### src/rtl/fp_add_sub.sv
// -----------------------------------------------------------------------------
// fp_add_sub
//
// Fully pipelined IEEE-754 binary32 adder/subtractor. A new {a, b, operation}
// is accepted on every rising edge with no handshake. Operands captured at
// edge N produce result/flags after edge N+4.
//
// Pipeline:
//   input regs : capture a, b, operation
//   S1         : unpack, effective sign of B, swap so |A| >= |B|, specials
//   S2         : align smaller significand, keep guard/round/sticky
//   S3         : add/subtract extended significands, leading-zero count
//   S4         : normalise, round-to-nearest-even, pack, flags (output regs)
//
// Ports:
//   clk        in   1  rising-edge clock
//   rst        in   1  synchronous active-high reset, clears every stage
//   a          in  32  operand A (binary32)
//   b          in  32  operand B (binary32)
//   operation  in   1  0 = A+B, 1 = A-B
//   result     out 32  registered binary32 result
//   flags      out  5  registered {NaN, overflow, underflow, zero, inexact}
// -----------------------------------------------------------------------------
module fp_add_sub (
  input  logic        clk,
  input  logic        rst,
  input  logic [31:0] a,
  input  logic [31:0] b,
  input  logic        operation,
  output logic [31:0] result,
  output logic [4:0]  flags
);

  localparam logic [31:0] QNAN   = 32'h7FC0_0000;
  localparam int          F_NAN  = 4;
  localparam int          F_OVF  = 3;
  localparam int          F_UNF  = 2;
  localparam int          F_ZERO = 1;
  localparam int          F_INEX = 0;

  // Result fully decided in S1 (NaN / infinity) rides down the pipe untouched.
  typedef struct packed {
    logic        valid;
    logic [31:0] result;
    logic [4:0]  flags;
  } special_t;

  typedef struct packed {
    logic [31:0] a;
    logic [31:0] b;
    logic        op;
  } in_t;

  typedef struct packed {
    logic        sign;       // sign of the larger-magnitude operand
    logic        eff_sub;    // operand signs differ after the op adjustment
    logic [7:0]  exp;        // exponent of the larger operand
    logic [7:0]  diff;       // exponent difference, always >= 0
    logic [23:0] sig_big;    // significands with hidden bit restored
    logic [23:0] sig_small;
    special_t    spec;
  } s1_t;

  typedef struct packed {
    logic        sign;
    logic        eff_sub;
    logic [7:0]  exp;
    logic [26:0] sig_big;    // {significand, guard, round, sticky}
    logic [26:0] sig_small;
    special_t    spec;
  } s2_t;

  typedef struct packed {
    logic        sign;
    logic        eff_sub;
    logic [7:0]  exp;
    logic [27:0] sum;        // bit 27 is the carry out of an addition
    logic [4:0]  lzc;        // leading zeros of sum, 28 when sum is zero
    special_t    spec;
  } s3_t;

  in_t  r_in;
  s1_t  r_s1;
  s2_t  r_s2;
  s3_t  r_s3;
  logic [31:0] r_result;
  logic [4:0]  r_flags;

  s1_t  w_s1;
  s2_t  w_s2;
  s3_t  w_s3;
  logic [31:0] w_result;
  logic [4:0]  w_flags;

  assign result = r_result;
  assign flags  = r_flags;

  // Leading-zero count of a 28-bit vector; the highest set bit wins because
  // later loop iterations overwrite earlier ones.
  function automatic logic [4:0] lzc28(input logic [27:0] v);
    lzc28 = 5'd28;
    for (int i = 0; i < 28; i++) begin
      if (v[i]) lzc28 = 5'(27 - i);
    end
  endfunction

  // ---------------------------------------------------------------------------
  // S1: unpack, effective sign, magnitude swap, special operands
  // ---------------------------------------------------------------------------
  logic [7:0]  w_exp_a, w_exp_b;
  logic [22:0] w_frac_a, w_frac_b;
  logic [23:0] w_sig_a, w_sig_b;
  logic        w_sign_a, w_sign_b;
  logic        w_nan_a, w_nan_b, w_inf_a, w_inf_b;
  logic        w_swap;

  assign w_exp_a  = r_in.a[30:23];
  assign w_exp_b  = r_in.b[30:23];
  // Subnormal inputs are treated as signed zero: drop the fraction.
  assign w_frac_a = (w_exp_a == 8'd0) ? 23'd0 : r_in.a[22:0];
  assign w_frac_b = (w_exp_b == 8'd0) ? 23'd0 : r_in.b[22:0];
  assign w_sig_a  = {w_exp_a != 8'd0, w_frac_a};
  assign w_sig_b  = {w_exp_b != 8'd0, w_frac_b};
  assign w_sign_a = r_in.a[31];
  assign w_sign_b = r_in.b[31] ^ r_in.op;
  assign w_nan_a  = (w_exp_a == 8'hFF) && (w_frac_a != 23'd0);
  assign w_nan_b  = (w_exp_b == 8'hFF) && (w_frac_b != 23'd0);
  assign w_inf_a  = (w_exp_a == 8'hFF) && (w_frac_a == 23'd0);
  assign w_inf_b  = (w_exp_b == 8'hFF) && (w_frac_b == 23'd0);
  // {exp, frac} orders magnitudes of finite values correctly.
  assign w_swap   = {w_exp_b, w_frac_b} > {w_exp_a, w_frac_a};

  always_comb begin
    // NOTE: every signal written in always_comb gets a default first, so no
    // path through the block leaves it unassigned and infers a latch.
    w_s1         = '0;
    w_s1.eff_sub = w_sign_a ^ w_sign_b;
    if (w_swap) begin
      w_s1.sign      = w_sign_b;
      w_s1.exp       = w_exp_b;
      w_s1.diff      = w_exp_b - w_exp_a;
      w_s1.sig_big   = w_sig_b;
      w_s1.sig_small = w_sig_a;
    end else begin
      w_s1.sign      = w_sign_a;
      w_s1.exp       = w_exp_a;
      w_s1.diff      = w_exp_a - w_exp_b;
      w_s1.sig_big   = w_sig_a;
      w_s1.sig_small = w_sig_b;
    end

    if (w_nan_a || w_nan_b || (w_inf_a && w_inf_b && w_s1.eff_sub)) begin
      w_s1.spec.valid        = 1'b1;
      w_s1.spec.result       = QNAN;
      w_s1.spec.flags[F_NAN] = 1'b1;
    end else if (w_inf_a) begin
      w_s1.spec.valid  = 1'b1;
      w_s1.spec.result = {w_sign_a, 8'hFF, 23'd0};
    end else if (w_inf_b) begin
      w_s1.spec.valid  = 1'b1;
      w_s1.spec.result = {w_sign_b, 8'hFF, 23'd0};
    end
  end

  // ---------------------------------------------------------------------------
  // S2: alignment. The smaller significand is placed above 26 zero bits and
  // shifted; bits landing in [25:24] become guard/round, the rest ORs into
  // sticky. At a difference of 26 or more nothing survives but sticky.
  // ---------------------------------------------------------------------------
  logic [49:0] w_shifted;

  assign w_shifted = {r_s1.sig_small, 26'd0} >> r_s1.diff;

  always_comb begin
    w_s2         = '0;
    w_s2.sign    = r_s1.sign;
    w_s2.eff_sub = r_s1.eff_sub;
    w_s2.exp     = r_s1.exp;
    w_s2.spec    = r_s1.spec;
    w_s2.sig_big = {r_s1.sig_big, 3'b000};
    if (r_s1.diff >= 8'd26) begin
      w_s2.sig_small = {26'd0, |r_s1.sig_small};
    end else begin
      w_s2.sig_small = {w_shifted[49:24], |w_shifted[23:0]};
    end
  end

  // ---------------------------------------------------------------------------
  // S3: significand add/subtract. The swap guarantees big >= small, so the
  // subtraction never goes negative.
  // ---------------------------------------------------------------------------
  always_comb begin
    w_s3         = '0;
    w_s3.sign    = r_s2.sign;
    w_s3.eff_sub = r_s2.eff_sub;
    w_s3.exp     = r_s2.exp;
    w_s3.spec    = r_s2.spec;
    if (r_s2.eff_sub) begin
      w_s3.sum = {1'b0, r_s2.sig_big} - {1'b0, r_s2.sig_small};
    end else begin
      w_s3.sum = {1'b0, r_s2.sig_big} + {1'b0, r_s2.sig_small};
    end
    w_s3.lzc = lzc28(w_s3.sum);
  end

  // ---------------------------------------------------------------------------
  // S4: normalise so the leading one sits at bit 27, round, pack.
  // Shifting by lzc covers both the carry case (lzc = 0, one right step
  // relative to the hidden-bit position) and cancellation (left steps).
  // A left shift of more than one only happens when the exponents differ by
  // at most one, so no sticky information is lost by shifting zeros in.
  // ---------------------------------------------------------------------------
  logic [27:0]       w_norm;
  logic [23:0]       w_sig;
  logic              w_guard, w_round, w_sticky, w_round_up, w_inexact;
  logic [24:0]       w_sig_rnd;
  logic [22:0]       w_frac;
  logic signed [9:0] w_exp_norm, w_exp_rnd;

  assign w_norm     = r_s3.sum << r_s3.lzc;
  assign w_sig      = w_norm[27:4];
  assign w_guard    = w_norm[3];
  assign w_round    = w_norm[2];
  assign w_sticky   = |w_norm[1:0];
  assign w_inexact  = w_guard | w_round | w_sticky;
  // Ties go to the even significand.
  assign w_round_up = w_guard & (w_round | w_sticky | w_sig[0]);
  assign w_sig_rnd  = {1'b0, w_sig} + 25'(w_round_up);
  assign w_exp_norm = $signed({2'b00, r_s3.exp}) + 10'sd1 - $signed({5'd0, r_s3.lzc});
  // Rounding carry out of 1.111..1 yields 10.000..0: bump exponent, frac 0.
  assign w_exp_rnd  = w_exp_norm + (w_sig_rnd[24] ? 10'sd1 : 10'sd0);
  assign w_frac     = w_sig_rnd[24] ? w_sig_rnd[23:1] : w_sig_rnd[22:0];

  always_comb begin
    w_result = '0;
    w_flags  = '0;
    if (r_s3.spec.valid) begin
      w_result = r_s3.spec.result;
      w_flags  = r_s3.spec.flags;
    end else if (r_s3.sum == 28'd0) begin
      // Only two zero operands can sum to zero without subtraction, so the
      // shared sign is kept; exact cancellation always gives +0.
      w_result         = {r_s3.eff_sub ? 1'b0 : r_s3.sign, 31'd0};
      w_flags[F_ZERO]  = 1'b1;
    end else if (w_exp_rnd >= 10'sd255) begin
      w_result         = {r_s3.sign, 8'hFF, 23'd0};
      w_flags[F_OVF]   = 1'b1;
      w_flags[F_INEX]  = 1'b1;
    end else if (w_exp_rnd <= 10'sd0) begin
      // Subnormal results flush to +0.
      w_result         = 32'd0;
      w_flags[F_UNF]   = 1'b1;
      w_flags[F_ZERO]  = 1'b1;
      w_flags[F_INEX]  = w_inexact;
    end else begin
      w_result         = {r_s3.sign, w_exp_rnd[7:0], w_frac};
      w_flags[F_INEX]  = w_inexact;
    end
  end

  // ---------------------------------------------------------------------------
  // Pipeline registers
  // ---------------------------------------------------------------------------
  always_ff @(posedge clk) begin
    // NOTE: sequential state uses non-blocking assignments so every stage
    // samples the previous stage's value from before this edge.
    if (rst) begin
      // NOTE: every stage register is cleared, not just the outputs, so any
      // operation in flight when reset arrives is discarded.
      r_in     <= '0;
      r_s1     <= '0;
      r_s2     <= '0;
      r_s3     <= '0;
      r_result <= '0;
      r_flags  <= '0;
    end else begin
      r_in.a   <= a;
      r_in.b   <= b;
      r_in.op  <= operation;
      r_s1     <= w_s1;
      r_s2     <= w_s2;
      r_s3     <= w_s3;
      r_result <= w_result;
      r_flags  <= w_flags;
    end
  end

endmodule

### config.mk
export PLATFORM = sky130hd
export DESIGN_NAME = fp_add_sub
export DESIGN_NICKNAME = d
export VERILOG_FILES = /design/src/rtl/fp_add_sub.sv
export SDC_FILE = /design/constraint.sdc
export NUM_CORES = 1
export LEC_CHECK = 0
export CAP_MARGIN = 15
export CORE_MARGIN = 2
export CORE_UTILIZATION = 61
export CTS_BUF_LIST = sky130_fd_sc_hd__clkbuf_8
export DETAILED_ROUTE_END_ITERATION = 7
export PLACE_DENSITY = 0.82
export SYNTH_ARGS = -nofsm -noshare
export SYNTH_HDL_FRONTEND = slang
export SYNTH_SLANG_ARGS = --single-unit
### constraint.sdc
create_clock -name clk -period 8.56 [get_ports clk]
set_clock_uncertainty 0.05 [all_clocks]
set_input_delay 1.284 -clock clk [delete_from_list [all_inputs] [get_ports clk]]
set_output_delay 1.284 -clock clk [all_outputs]
set_load 0.005 [all_outputs]
# After elaboration in Yosys (flattened, before gate mapping)
# Cells that the tools add are included.
[op_classes]
eq_ne = 2
shift = 2
add_sub_neg = 8
magnitude_cmp = 4
n_mux = 52
bitwise_logic = 8
reduce_logical = 29
[op_table]
columns = ["op", "n"]
rows = [
  ["$mux W32", 4],
  ["$mux W33", 3],
  ["$mux W23", 3],
  ["$mux W64", 1],
  ["$mux W5", 11],
  ["$shr A50 B8 Y50", 1],
  ["$reduce_or A24 Y1", 2],
  ["$logic_not A23 Y1", 2],
  ["$reduce_bool A23 Y1", 2],
  ["$mux W4", 9],
  ["$gt A31 B31 Y1", 1],
  ["$add A27 B27 Y28", 1],
  ["$logic_not A28 Y1", 1],
  ["$mux W28", 1],
  ["$shl A28 B5 Y28", 1],
  ["$sub A27 B27 Y28", 1],
  ["$add A24 B1 Y25", 1],
  ["$reduce_or A17 Y1", 1],
  ["$eq A8 B8 Y1 const B", 2],
  ["$logic_not A8 Y1", 2],
  ["$reduce_bool A8 Y1", 2],
  ["$sub A8 B8 Y8", 2],
  ["$mux W3", 5],
  ["$add A10 B2 Y10", 1],
  ["17 further kinds", 45],
]
[totals]
register_bits = 389
out_inout_bits = 37

# Logic depth before layout (Yosys ltp)
[depth]
ltp_word = 29
mapped_depth = 26
ltp_nobuf = 23

# Least setup slack after synthesis
# Ideal clock, no wire load.
[synth_path]
path_kind = "register to register"
from = "register r_s3[40] (netlist name)"
to = "register r_result[4], in the netlist result[4]"
path_stages_with_launch = 27
arrival_ns = 5.560
setup_ns = 0.061
slack_ns = 2.890
path_buffers = 3
path_cell_list = "dfxtp_1 > clkinv_1 > buf_2 > buf_2 > nor3_1 > o21ai_0 > nor2_1 > ha_1 > nand4_1 > or3_1 > or3_4 > or3_1 > buf_2 > fa_1 > inv_1 > ha_1 > fa_1 > a21o_1 > a21oi_1 > o21bai_1 > a21oi_1 > o21a_1 > a41oi_1 > and3_1 > nand2_2 > or4_1 > nand2_1"
[synth_via]
elab_chain_len = 13
word_cells_on_any_way = 16
cone_classes = "add/sub (3); order compare (2); shift (1); mux (6); bitwise (3); reduce/logical (1)"
[synth_lines]
columns = ["element", "line", "rtl"]
rows = [
  ["start: declaration", "85", "s3_t r_s3;"],
  ["start signal: assignment", "282", "r_s3 <= w_s3;"],
  ["$shl A28 B5 Y28", "220", "assign w_norm = r_s3.sum << r_s3.lzc;"],
  ["$reduce_or A2 Y1", "224", "assign w_sticky = |w_norm[1:0];"],
  ["$or A1 B1 Y1 (2 in a row)", "227", "assign w_round_up = w_guard & (w_round | w_sticky | w_sig[0]);"],
  ["$and A1 B1 Y1", "227", ""],
  ["$add A24 B1 Y25", "228", "assign w_sig_rnd = {1'b0, w_sig} + 25'(w_round_up);"],
  ["$mux W1", "231", "assign w_exp_rnd = w_exp_norm + (w_sig_rnd[24] ? 10'sd1 : 10'sd0);"],
  ["$add A10 B2 Y10", "231", ""],
  ["$le A10 B1 Y1", "249", "end else if (w_exp_rnd <= 10'sd0) begin"],
  ["$mux W32", "249", ""],
  ["$mux W32 *", "245", "end else if (w_exp_rnd >= 10'sd255) begin"],
  ["$mux W32 *", "240", "end else if (r_s3.sum == 28'd0) begin"],
  ["$mux W32 *", "237", "if (r_s3.spec.valid) begin"],
  ["end signal: assignment", "283", "r_result <= w_result;"],
  ["end: declaration", "86", "logic [31:0] r_result;"],
]
# Mark *: on every way between the ends. The rest lies on a longest branch, timed or not.
# A chain may end at the register's enable or synchronous reset.

# Final worst setup path
[layout_path]
from = "register r_s3[38] (netlist name)"
to = "register r_result[4], in the netlist result[4]"
# The elaborated chain is that of the path after synthesis.

==> impl_metrics.ini <==
[finish]
drive_above_1_share_pct = 6.79
fillerInstances = 2163
fin_util_pct = 69.0
seq_area_mm2 = 0.00563
area_growth_pct = 11.6
final_nets = 2162
antennaDiodeCount = 0
fin_cells = 2360
multi_input_area_mm2 = 0.0101

[setup_path]
cp_top_family = simple AND/OR/NAND/NOR gates
crit_fanout = 33
critPathArrivalTime_ns = 7.18
path_class = reg -> reg
crit_chain = mux4_1 > and2_1 > o21ai_0 > nor2_1 > ha_1 > nand4_1 > or3_1 > or3_4 > or3_1 > fa_1 > inv_1 > ha_1 > fa_1 > a21o_1 > a21oi_1 > o21bai_1 > a21oi_1 > o21a_1 > a41oi_1 > and3_1 > nand2_2 > or4_1 > nand2_1
cp-end-kind = register
startpoint_type = register
worst_path_max_delay_cell = dfxtp_2
required_ns = 9.01
crit_path_max_incr_delay_ns = 0.97
cp.buffers_inverters = 1

[yosys]
yosys.area.top_type_share_pct = 34.0
synth_fa_ha_area_share_pct = 8.31
synth-compound-area-share_pct = 15.6
syn-cell-area_mm2 = 0.0166
yosysMostFrequentCell = dfxtp_1
ys_top_cells_by_area = dfxtp_1, ha_1, nor2b_1
synthCells = 1943
yosys.area.top_type = dfxtp_1
synth_top_family_by_area = simple AND/OR/NAND/NOR gates
synthMuxAreaShare_pct = 10.5
ys_warn_count = 0
synthSimpleGateAreaFrac_pct = 23.5
ys_seq_area_share_pct = 34.0
synth_cell_types = 87
yosys-top-cells-count = dfxtp_1, nor2_1, nor2b_1
synth_edf_count = 0
synthFlopType = dfxtp_1
async_flop_share_pct = 0
synth_fp_nets = 2117
synth_seq_cells = 281
avgSynthCellArea_um2 = 8.53
yosys.area_share.xor_xnor_pct = 2.85

[floorplanning]
start_util_pct = 61.8
die_w_um = 169
dieArea_mm2 = 0.0285
ios = 104
fp-row-count = 60
core_area_mm2 = 0.0268
fp.dieH_um = 169

[clock_tree]
clockBufferDepth = 3
post-cts-setup-buffers = 0
clk_pin_slew_ns = 0.06
root_buffer = clkbuf_8
htreeDepth = 2
clock_sinks = 281
ctsResizeCount = 0
cts_tree = done
clk-insertion-delay-late_ns = 0.57
ctsHoldBuffers = 0
numCtsBuffers = 44

[detailed_routing]
avgViaCountPerCell = 5.93
route.detailed.drc = 0
postRouteAntennaNets = 0
routedWlPerCell_um = 17.4
drtIter0Drc = 1168
first_pass_iters = 5
routed_wl_um = 41000
vias = 13999

[power]
max-vdd-ir-drop_v = 0.000139
p_clk_share_pct = 27.2
power.density_mw_per_mm2 = 216
p_sw_share_pct = 35.1
p_int_uw = 2590
switchingPower_uw = 1400
p_leak_uw = 0.00758
seqPwrFrac_pct = 38.8
combinationalPowerShare_pct = 34.0

[global_route]
grt_use_total_pct = 28.7
antenna_found_initial = 0
first_global_vias = 13494
overflow = 0
grt_max_degree = 111
grt_pass1_wl_um = 67000

[timing]
slew_headroom_pct = 16.8
max_freq_ghz = 0.149
period_share_pct = 78.7
finalSetupViolCount = 0
slew_violations = 0
rsz0062_at_grt = no
final.setup.tns_ns = 0
finalWorstSetupSlack_ns = 1.83
worstMarginPinSlew_ns = 1.23
period_minus_slack_ns = 6.73
hold_ws_ns = 0.383
hold_viol_final = 0

[min_path]
holdCritPathClass = reg -> reg

[placed_design]
post-place-ws_ns = 1.86
hpwlAfterDp_um = 31400
place.gp.congestion = 0.927
dp.cells = 2283
numPortBuffers = 103

[outcome]
outcome = finished, final reports clean

[flow_run]
max_cap_viol_count = 0
-- per-layer routing --
layer / global-route usage [%] / wire length, um / up-vias
met5: 0 / 0 / -
met4: 13.8 / 1980 / 0
met2: 49.4 / 19400 / 497
li1: - / - / 6934
met3: 4.35 / 2230 / 134
met1: 35.3 / 17400 / 6434
-- power groups by stage --
stage | logic (uW) | clock network [uW] | registers (uW)
final | 1360 | 1080 | 1550
after global routing | 1490 | 1170 | 1570
after CTS | 1340 | 1110 | 1550
after detailed placement | 1330 | 0 | 1580
after global placement | 1310 | 0 | 1570
after floorplan | 1060 | 0 | 1500
-- cells by family (layout without fill, tap and decap cells) --
| group | count (synthesis) | after routing |
|---|---|---|
| adder cells (fa/ha/maj) | 107 | 107 |
| AO/OA/AOI/OAI | 397 | 397 |
| XOR/XNOR | 54 | 54 |
| buffers and inverters | 215 | 291 |
| multiplexers | 123 | 123 |
| AND/OR/NAND/NOR | 766 | 766 |
| flip-flops | 281 | 281 |
-- placed cells by master, fill, tap and decap left out, types with 7 or more instances in the layout --
| cell | synthesis | final |
|---|---|---|
| xor2_1 | 11 | 11 |
| a211oi_1 | 21 | 21 |
| nand3_1 | 27 | 27 |
| xnor2_1 | 43 | 43 |
| inv_1 | 97 | 111 |
| o21bai_1 | 8 | 8 |
| a21oi_1 | 114 | 113 |
| or3_1 | 13 | 13 |
| clkdlybuf4s50_1 | 0 | 102 |
| ha_1 | 102 | 102 |
| a31oi_1 | 36 | 36 |
| o211ai_1 | 11 | 11 |
| nand3b_1 | 7 | 7 |
| o21ai_0 | 69 | 69 |
| nor2_1 | 243 | 243 |
| nand2_1 | 116 | 116 |
| and2_1 | 33 | 33 |
| mux2i_1 | 75 | 75 |
| nor4_1 | 28 | 28 |
| and3_1 | 10 | 10 |
| mux2_2 | 10 | 10 |
| nand2b_1 | 15 | 15 |
| clkbuf_8 | 0 | 53 |
| a21o_1 | 26 | 26 |
| mux4_2 | 29 | 29 |
| o2111ai_1 | 7 | 7 |
| dfxtp_1 | 281 | 280 |
| nor2b_1 | 163 | 163 |
| o21a_1 | 12 | 12 |
| a221oi_1 | 7 | 7 |
| o22ai_1 | 8 | 8 |
| buf_4 | 2 | 11 |
| nor3_1 | 51 | 51 |
| mux4_1 | 8 | 8 |
| nand4_1 | 23 | 23 |
| o31ai_1 | 9 | 9 |
-- per-stage QoR --
stage	total power, uW	area (um^2)
final	3990	18500
after detailed placement	2910	17600
after global routing	4220	18500
after CTS	4000	18500
after global placement	2880	17600
after floorplan	2560	16600
-- registers in the layout (all words and copies together) (netlist names) --
signal	cells
r_s3	46
flags	5
result	32
r_s1	69
r_s2	64
r_in	65
-- layout make-up --
| type | instances | area share (%) |
|---|---|---|
| multi-input cells | 1447 | 54.5 |
| flip-flops and latches | 281 | 30.4 |
| repair buffers | 114 | 6.03 |
| clock buffers | 53 | 3.94 |
| well taps | 341 | 2.31 |
| inverters | 100 | 2.03 |
| clock inverters | 24 | 0.738 |
-- path summary, 6_finish.rpt --
kind,startpoint,cells past startpoint,slack (ns),to
min,r_s1[103]$_SDFF_PP0_,1,0.38,r_s2[101]$_SDFF_PP0_
max reg2reg,r_s3[38]$_SDFF_PP0_,23,1.83,result[4]$_SDFF_PP0_
min reg2reg,r_s1[103]$_SDFF_PP0_,1,0.38,r_s2[101]$_SDFF_PP0_
max,r_s3[38]$_SDFF_PP0_,23,1.83,result[4]$_SDFF_PP0_
Note: power is estimated with default switching activity, not from simulation.
